## src/rtl/sap1_ctrl_pkg.sv

```systemverilog
// Shared constants for the SAP-1 controller/sequencer: opcodes, T-state
// encodings, control-word field positions and the fixed control words.
package sap1_ctrl_pkg;

    // Opcodes (upper nibble of the instruction register)
    localparam logic [3:0] OP_LDA = 4'h0;
    localparam logic [3:0] OP_ADD = 4'h1;
    localparam logic [3:0] OP_SUB = 4'h2;
    localparam logic [3:0] OP_OUT = 4'hE;
    localparam logic [3:0] OP_HLT = 4'hF;

    // One-hot T-states of the ring counter; bit0 = T1 ... bit5 = T6
    typedef enum logic [5:0] {
        T1 = 6'b000001,
        T2 = 6'b000010,
        T3 = 6'b000100,
        T4 = 6'b001000,
        T5 = 6'b010000,
        T6 = 6'b100000
    } tstate_e;

    // Bit positions inside the 12-bit control word
    // {Cp,Ep,nLm,nCE,nLi,nEi,nLa,Ea,Su,Eu,nLb,nLo}; n* strobes are active-low
    localparam int CB_CP  = 11;
    localparam int CB_EP  = 10;
    localparam int CB_NLM = 9;
    localparam int CB_NCE = 8;
    localparam int CB_NLI = 7;
    localparam int CB_NEI = 6;
    localparam int CB_NLA = 5;
    localparam int CB_EA  = 4;
    localparam int CB_SU  = 3;
    localparam int CB_EU  = 2;
    localparam int CB_NLB = 1;
    localparam int CB_NLO = 0;

    // Control words
    localparam logic [11:0] CW_FETCH_ADDR  = 12'h5E3; // Ep, nLm
    localparam logic [11:0] CW_INC_PC      = 12'hBE3; // Cp
    localparam logic [11:0] CW_LOAD_IR     = 12'h263; // nCE, nLi
    localparam logic [11:0] CW_MAR_FROM_IR = 12'h1A3; // nLm, nEi
    localparam logic [11:0] CW_A_FROM_RAM  = 12'h2C3; // nCE, nLa
    localparam logic [11:0] CW_B_FROM_RAM  = 12'h2E1; // nCE, nLb
    localparam logic [11:0] CW_A_FROM_SUM  = 12'h3C7; // Eu, nLa
    localparam logic [11:0] CW_A_FROM_DIFF = 12'h3CF; // Su, Eu, nLa
    localparam logic [11:0] CW_OUT_FROM_A  = 12'h3F2; // Ea, nLo
    localparam logic [11:0] CW_IDLE        = 12'h3E3; // nothing active

    // True for the five opcodes the SAP-1 implements
    function automatic logic op_is_defined(input logic [3:0] op);
        return (op == OP_LDA) || (op == OP_ADD) || (op == OP_SUB) ||
               (op == OP_OUT) || (op == OP_HLT);
    endfunction

endpackage

```

## src/rtl/sap1_ctrl_ring_counter.sv

```systemverilog
// One-hot T1..T6 ring counter. Freezes while hold_i is high, jumps back to
// T1 on early_clear_i, and recovers from any non-one-hot value to T1.
module sap1_ring_counter
    import sap1_ctrl_pkg::*;
(
    input  logic       clk_i,
    input  logic       rst_i,
    input  logic       hold_i,
    input  logic       early_clear_i,
    output logic [5:0] tstate_o
);

    logic [5:0] state_q;
    logic [5:0] state_d;
    logic       legal;

    // Exactly one bit set: nonzero and no second bit left after clearing the lowest
    assign legal = (state_q != 6'd0) && ((state_q & (state_q - 6'd1)) == 6'd0);

    // Next-state selection: illegal recovery, hold, early return, then rotate
    always_comb begin
        state_d = state_q;
        if (!legal) begin
            state_d = T1;
        end else if (hold_i) begin
            state_d = state_q;
        end else if (early_clear_i) begin
            state_d = T1;
        end else begin
            state_d = {state_q[4:0], state_q[5]};
        end
    end

    // State register; reset wins over everything
    always_ff @(posedge clk_i) begin
        if (rst_i) begin
            state_q <= T1;
        end else begin
            state_q <= state_d;
        end
    end

    assign tstate_o = state_q;

endmodule

```

## src/rtl/sap1_controller_sequencer.sv

```systemverilog
// SAP-1 control unit: ring counter plus opcode/T-state decode into the
// 12-bit control word, and the halt flag.
// Optional macro SAP1_EARLY_RETURN_EN: variable-length machine cycle
// (OUT/NOP return to T1 after T4, LDA after T5).
module sap1_controller_sequencer
    import sap1_ctrl_pkg::*;
#(
    parameter logic HALT_ON_UNDEF = 1'b0
) (
    input  logic        clk,
    input  logic        rst,
    input  logic [3:0]  opcode,
    output logic [11:0] controlbus,
    output logic [5:0]  tstate,
    output logic        hlt
);

    logic        hlt_q;
    logic        hlt_d;
    logic        halt_op;
    logic        nop_op;
    logic        early_clear;
    logic [5:0]  tstate_w;
    logic [11:0] cw;

    // HLT, plus undefined opcodes when they are configured to halt
    assign halt_op = (opcode == OP_HLT) || (HALT_ON_UNDEF && !op_is_defined(opcode));
    assign nop_op  = !HALT_ON_UNDEF && !op_is_defined(opcode);

`ifdef SAP1_EARLY_RETURN_EN
    // Skip the idle tail of short instructions
    assign early_clear = ((tstate_w == T4) && ((opcode == OP_OUT) || nop_op)) ||
                         ((tstate_w == T5) && (opcode == OP_LDA));
`else
    assign early_clear = 1'b0;
`endif

    sap1_ring_counter u_ring (
        .clk_i         (clk),
        .rst_i         (rst),
        .hold_i        (hlt_q),
        .early_clear_i (early_clear),
        .tstate_o      (tstate_w)
    );

    // Halt is sticky: set on leaving T4 of a halting opcode, cleared only by reset
    assign hlt_d = hlt_q || ((tstate_w == T4) && halt_op);

    // Halt flag register
    always_ff @(posedge clk) begin
        if (rst) begin
            hlt_q <= 1'b0;
        end else begin
            hlt_q <= hlt_d;
        end
    end

    // Control-word decode; fetch states ignore the opcode entirely
    always_comb begin
        cw = CW_IDLE;
        if (!hlt_q) begin
            case (tstate_w)
                T1: cw = CW_FETCH_ADDR;
                T2: cw = CW_INC_PC;
                T3: cw = CW_LOAD_IR;
                T4: begin
                    case (opcode)
                        OP_LDA, OP_ADD, OP_SUB: cw = CW_MAR_FROM_IR;
                        OP_OUT:                 cw = CW_OUT_FROM_A;
                        default:                cw = CW_IDLE;
                    endcase
                end
                T5: begin
                    case (opcode)
                        OP_LDA:         cw = CW_A_FROM_RAM;
                        OP_ADD, OP_SUB: cw = CW_B_FROM_RAM;
                        default:        cw = CW_IDLE;
                    endcase
                end
                T6: begin
                    case (opcode)
                        OP_ADD:  cw = CW_A_FROM_SUM;
                        OP_SUB:  cw = CW_A_FROM_DIFF;
                        default: cw = CW_IDLE;
                    endcase
                end
                default: cw = CW_IDLE;
            endcase
        end
    end

    assign controlbus = cw;
    assign tstate     = tstate_w;
    assign hlt        = hlt_q;

endmodule

```

## config.mk

```make
export PLATFORM = sky130hd
export DESIGN_NAME = sap1_controller_sequencer
export DESIGN_NICKNAME = d
export VERILOG_FILES = /design/src/rtl/sap1_ctrl_pkg.sv /design/src/rtl/sap1_ctrl_ring_counter.sv /design/src/rtl/sap1_controller_sequencer.sv
export SDC_FILE = /design/constraint.sdc
export NUM_CORES = 1
export LEC_CHECK = 0
export BUFFER_PORTS_ARGS = -buffer_cell sky130_fd_sc_hd__buf_2
export CAP_MARGIN = 15
export CORE_MARGIN = 2
export CORE_UTILIZATION = 47
export CTS_CLUSTER_SIZE = 24
export DETAILED_ROUTE_END_ITERATION = 8
export PLACE_DENSITY = 0.73
export SETUP_SLACK_MARGIN = 0.2
export SKIP_CTS_REPAIR_TIMING = 1
export SLEW_MARGIN = 20
export SYNTH_ARGS = -nofsm -noshare
export SYNTH_HDL_FRONTEND = slang
export SYNTH_SLANG_ARGS = --single-unit
```

## constraint.sdc

```tcl
create_clock -name clk -period 2.2 [get_ports clk]
set_clock_uncertainty 0.1 [all_clocks]
set_input_delay 0.22 -clock clk [delete_from_list [all_inputs] [get_ports clk]]
set_output_delay 0.22 -clock clk [all_outputs]
set_load 0.01 [all_outputs]
```

After elaboration in Yosys (flattened, before gate mapping)
Cells that the tools add are included.
{"block": "word_totals", "ram_bits": 0, "input_bits": 6, "romBits": 0, "out_inout_bits": 19, "latchBits": 0, "regBits": 7, "wordCells": 29, "n_memories": 0}
{"block": "op_classes", "shifts": 0, "bitwise": 2, "magnitude_cmp": 0, "eq_ne": 10, "div_mod_pow": 0, "n_mux": 5, "n_mul": 0, "n_reduce_logical": 9, "add_sub_neg": 1}
{"op": "one-hot mux 12 bit (6 select lines)", "n": 1}
{"op": "one-hot mux 10 bit (2 select lines)", "n": 1}
{"op": "one-hot mux 9 bit (2 select lines)", "n": 1}
{"op": "two-way mux 12 bit", "n": 1}
{"op": "one-hot mux 6 bit (2 select lines)", "n": 1}
{"op": "== test 4 bit (second input constant)", "n": 2}
{"op": "AND 6 bit", "n": 1}
{"op": "== test 6 x 1 -> 1 bit (second input constant)", "n": 1}
{"op": "== test 6 x 2 -> 1 bit (second input constant)", "n": 1}
{"op": "== test 6 x 3 -> 1 bit (second input constant)", "n": 1}
{"op": "== test 6 x 4 -> 1 bit (second input constant)", "n": 1}
{"op": "== test 6 x 5 -> 1 bit (second input constant)", "n": 1}
{"op": "== test 6 bit (second input constant)", "n": 1}
{"op": "zero test 6 bit", "n": 1}
{"op": "nonzero test 6 bit", "n": 1}
{"op": "subtractor 6 x 1 -> 6 bit (second input constant)", "n": 1}
{"op": "== test 4 x 1 -> 1 bit (second input constant)", "n": 1}
{"op": "== test 4 x 2 -> 1 bit (second input constant)", "n": 1}
{"op": "zero test 4 bit", "n": 1}
{"op": "OR reduction 2 bit", "n": 2}
{"op": "OR reduction 3 bit", "n": 1}
{"op": "logical AND 1 bit", "n": 2}
{"op": "logical OR 1 bit", "n": 1}
{"op": "inverter 1 bit", "n": 1}

Logic depth before layout (Yosys ltp)
{"block": "logic_depth", "word_depth": 6, "ltp_mapped": 5, "mapped_depth_nobuf": 4}

Cells and area by module
A second synthesis with hierarchy kept.
{"block": "hier_totals", "hier_cells": 71, "area_unflattened_um2": 558.0}
{"mod": "sap1_ring_counter", "seq_area_each_um2": 120.1, "n_inst": 1, "area_each_um2": 307.8, "cells_per_inst": 35}
{"mod": "sap1_controller_sequencer", "seq_area_each_um2": 20.0, "n_inst": 1, "area_each_um2": 250.2, "cells_per_inst": 36}

Least setup slack after synthesis
OpenSTA, ideal clock, no wires.
{"block": "synth_timing", "kind": "register to output", "from": "register u_ring.state_q[3], in the netlist u_ring.tstate_o[3]", "to": "output port controlbus[1]", "setup_slack_ns": 0.109, "arrival_ns": 1.771, "path_stages_with_launch": 4, "required_time_ns": 1.880, "path_buffers": 0, "cell_sequence": "dfxtp_1 or4_4 or4_4 or3_1"}
{"block": "synth_between", "elab_chain_len": 3, "word_cells_on_any_way": 8, "cone_classes": "eq/ne (6); mux (2)"}
{"element": "start: declaration", "line_no": "sap1_ctrl_ring_counter.sv:13", "text": "logic [5:0] state_q;"}
{"element": "start signal: assignment", "line_no": "sap1_ctrl_ring_counter.sv:39", "text": "state_q <= state_d;"}
{"element": "== test 6 bit (tied with other cells)", "line_no": "sap1_controller_sequencer.sv:62", "text": "case (tstate_w)"}
{"element": "one-hot mux 12 bit (6 select lines) (*)", "line_no": "sap1_controller_sequencer.sv:62"}
{"element": "two-way mux 12 bit (*)", "line_no": "sap1_controller_sequencer.sv:61", "text": "if (!hlt_q) begin"}
{"element": "end: declaration", "line_no": "sap1_controller_sequencer.sv:13", "text": "output logic [11:0] controlbus,"}
Every way passes the cells marked *; elsewhere a longest branch is shown, timed or not.

Worst setup path after layout
Same ends and word-level chain as after synthesis.

==> flow_metrics.py <==
metrics = {
    "run_status": {
        "status": "finished, violations left",
        "violations": "setup timing",
    },
    "grt": {
        "grt_first_pass_wirelength_mm": 2.57,
        "grt_pass1_vias": 560,
        "grt_max_degree": 16,
        "grt_usage_pct": 23.5,
        "grt_antenna_before_repair": 0,
        "grt_overflow_total": 0,
    },
    "hold_path": {
        "hold_path.class": "in2reg",
    },
    "placed_design": {
        "gp_congestion": 0.825,
        "port_buffers": 24,
        "place_ws_ps": 105,
        "dpl_cell_area_um2": 836,
        "hpwl_mm": 1.26,
    },
    "layout": {
        "n_antenna_cell": 0,
        "multi_input_area_um2": 517,
        "layout_common_cells": "buf_2 (22), buf_4 (14), nor2_1 (11)",
        "syn2layout_area_growth_pct": 47.5,
        "fin_area_um2": 963,
        "final_common_cell": "buf_2",
        "drive_above_1_share_pct": 47.7,
        "regArea_um2": 149,
        "nets": 135,
        "n_fill_cell": 106,
    },
    "power_and_ir_drop": {
        "irDropWorstVdd_mv": 0.616,
        "power_density_mw_per_mm2": 1020,
        "switchingPower_mw": 0.435,
        "power.share.clock_pct": 11.8,
        "p_leak_nw": 0.445,
        "p_sw_share_pct": 44.1,
        "seqPwrFrac_pct": 17.0,
        "pwr-share-comb_pct": 71.3,
        "intPower_mw": 0.552,
    },
    "route": {
        "wl_mm": 1.95,
        "first_pass_iters": 4,
        "vias": 815,
        "ant_nets": 0,
        "drc_errors": 0,
        "via_per_inst": 5.70,
        "drt_iter0_drc": 37,
        "routedWlPerCell_um": 13.7,
    },
    "sta": {
        "whs_ps": 46.5,
        "fin_ws_ps": -148,
        "worstMarginPinSlew_ps": 611,
        "max_freq_mhz": 426,
        "period_share_pct": 107,
        "maxSlewHeadroom_pct": 58.8,
        "finalHoldViolCount": 0,
        "rsz0062_at_grt": "yes",
        "slew_viol_final": 0,
        "fin_crit_ps": 2350,
        "tns_ps": -148,
        "setup_viol": 1,
    },
    "setup_path": {
        "r2r_cells": 5,
        "worstPathMaxFanout": 4,
        "critical_path_class": "reg2out",
        "crit_arrival_ps": 2030,
        "timing.rr.end": "u_ring.tstate_o[4]",
        "endpoint_kind": "primary output",
        "ff2ff_setup_slack_ps": 380,
        "critPathLaunchType": "register",
        "crit_required_ps": 1880,
        "timing.rr.start": "u_ring.tstate_o[3]",
        "cp-startpoint": "u_ring.tstate_o[3]",
        "cp-endpoint": "controlbus[1]",
    },
    "cts": {
        "cts_buffers": 3,
        "clkTransAtPathRegs_ps": 60,
        "cts_tree": "built",
        "htreeDepth": 1,
        "clkLatencyLatePin_ps": 250,
        "cts.sinks": 7,
        "clockBufferDepth": 2,
        "root_buffer": "clkbuf_4",
    },
    "yosys": {
        "syn_inst": 93,
        "synth_top_area_share_pct": 21.5,
        "synth.largest_area_cell": "dfxtp_1",
        "netlist_top_cells_area": "dfxtp_1 (21%), mux2_2 (6.9%), nor2_1 (6.3%), nand2_1 (5.7%), a21oi_1 (5.4%)",
        "syn-num-nets": 99,
        "synthFlopType": "dfxtp_1",
        "synth_edf_count": 0,
        "syn-cell-area_um2": 653,
        "syn_avg_cell_area_um2": 7.02,
        "async_flop_share_pct": 0,
        "synth_cell_types": 33,
        "yosys_warnings": 0,
        "ys_seq_elements": 7,
        "synth-seq-area-share_pct": 21.5,
    },
    "die": {
        "num_rows": 13,
        "die_h_um": 41.3,
        "start_util_pct": 50.2,
        "die_w_um": 41.3,
        "io_pins": 25,
        "dieArea_mm2": 0.00170,
        "core-area_mm2": 0.00130,
    },
    "flow_run": {
        "maxCapViolCount": 0,
    },
}
==> power groups by stage <==
stage          registers (mW)  clock network [mW]  logic [mW]
2_1_floorplan           0.184                   0       0.388
3_3_place_gp            0.165                   0       0.607
3_5_place_dp            0.168                   0       0.614
4_1_cts                 0.166               0.118       0.618
5_1_grt                 0.170               0.126       0.756
6_report                0.168               0.116       0.703
==> sequential cells by signal (all words and copies together) (netlist names) <==
| name | cells |
|---|---|
| hlt | 1 |
| u_ring.tstate_o | 6 |
==> critical path: stages, from the launching register on <==
cell and delay, ps:
dfxtp_2 310, or4_4 520, or4_4 450, or3_4 380, buf_6 130
==> per-layer routing <==
layer / vias up / part of all wire [%] / global-route usage [%]
met5: - / 0 / 0
met4: 0 / 0 / 9.68
met3: 0 / 6.2 / 3.80
met2: 37 / 49 / 40.6
met1: 373 / 45 / 28.4
li1: 405 / - / -
==> stage by stage <==
| stage | cells | utilization, % | power [mW] |
|---|---|---|---|
| after floorplan | 93 | - | 0.572 |
| after global placement | 133 | 64.2 | 0.773 |
| after detailed placement | 133 | 64.2 | 0.782 |
| after CTS | 137 | 66.3 | 0.902 |
| after global routing | 143 | 74.0 | 1.05 |
| final | 143 | 74.0 | 0.987 |
==> kinds of logic (layout without fill, tap and decap cells) <==
kind of cell | Yosys count | after routing | share of synthesized area (%)
AOI/OAI and AO/OA | 24 | 24 | 23.6
and+or+nand+nor | 44 | 44 | 36.2
xor gates and xnor gates | 5 | 5 | 6.71
buffers and inverters | 9 | 44 | 5.17
muxes | 4 | 4 | 6.90
DFF | 7 | 7 | 21.5
==> worst min-delay path by stage <==
stage	to	from	cells past startpoint	slack (ps)
finish	hlt	rst	2	50
global route	hlt	rst	2	40
CTS	hlt	rst	2	50
detailed placement	hlt	rst	2	310
global placement	hlt	rst	2	310
floorplan	hlt	rst	1	190
==> area by class of cell <==
| cell class | instances | area share, % |
|---|---|---|
| Multi-Input combinational cell | 77 | 53.6 |
| Sequential cell | 7 | 15.5 |
| Inverter | 1 | 0.390 |
| Clock buffer | 4 | 2.73 |
| Timing Repair Buffer | 39 | 25.8 |
| Tap cell | 15 | 1.95 |
==> synth_stat cells, drive strengths merged, types with 2 or more instances <==
cell type / n
xnor2: 3
a211o: 2
nor3: 5
o21ai: 6
o21a: 2
or4: 2
a211oi: 2
nand3: 2
nand2b: 3
a21oi: 7
dfxtp: 7
clkbuf: 7
xor2: 2
or3: 2
mux2: 4
nand2: 10
nor2: 11
Power figures use the tool's default switching activity.
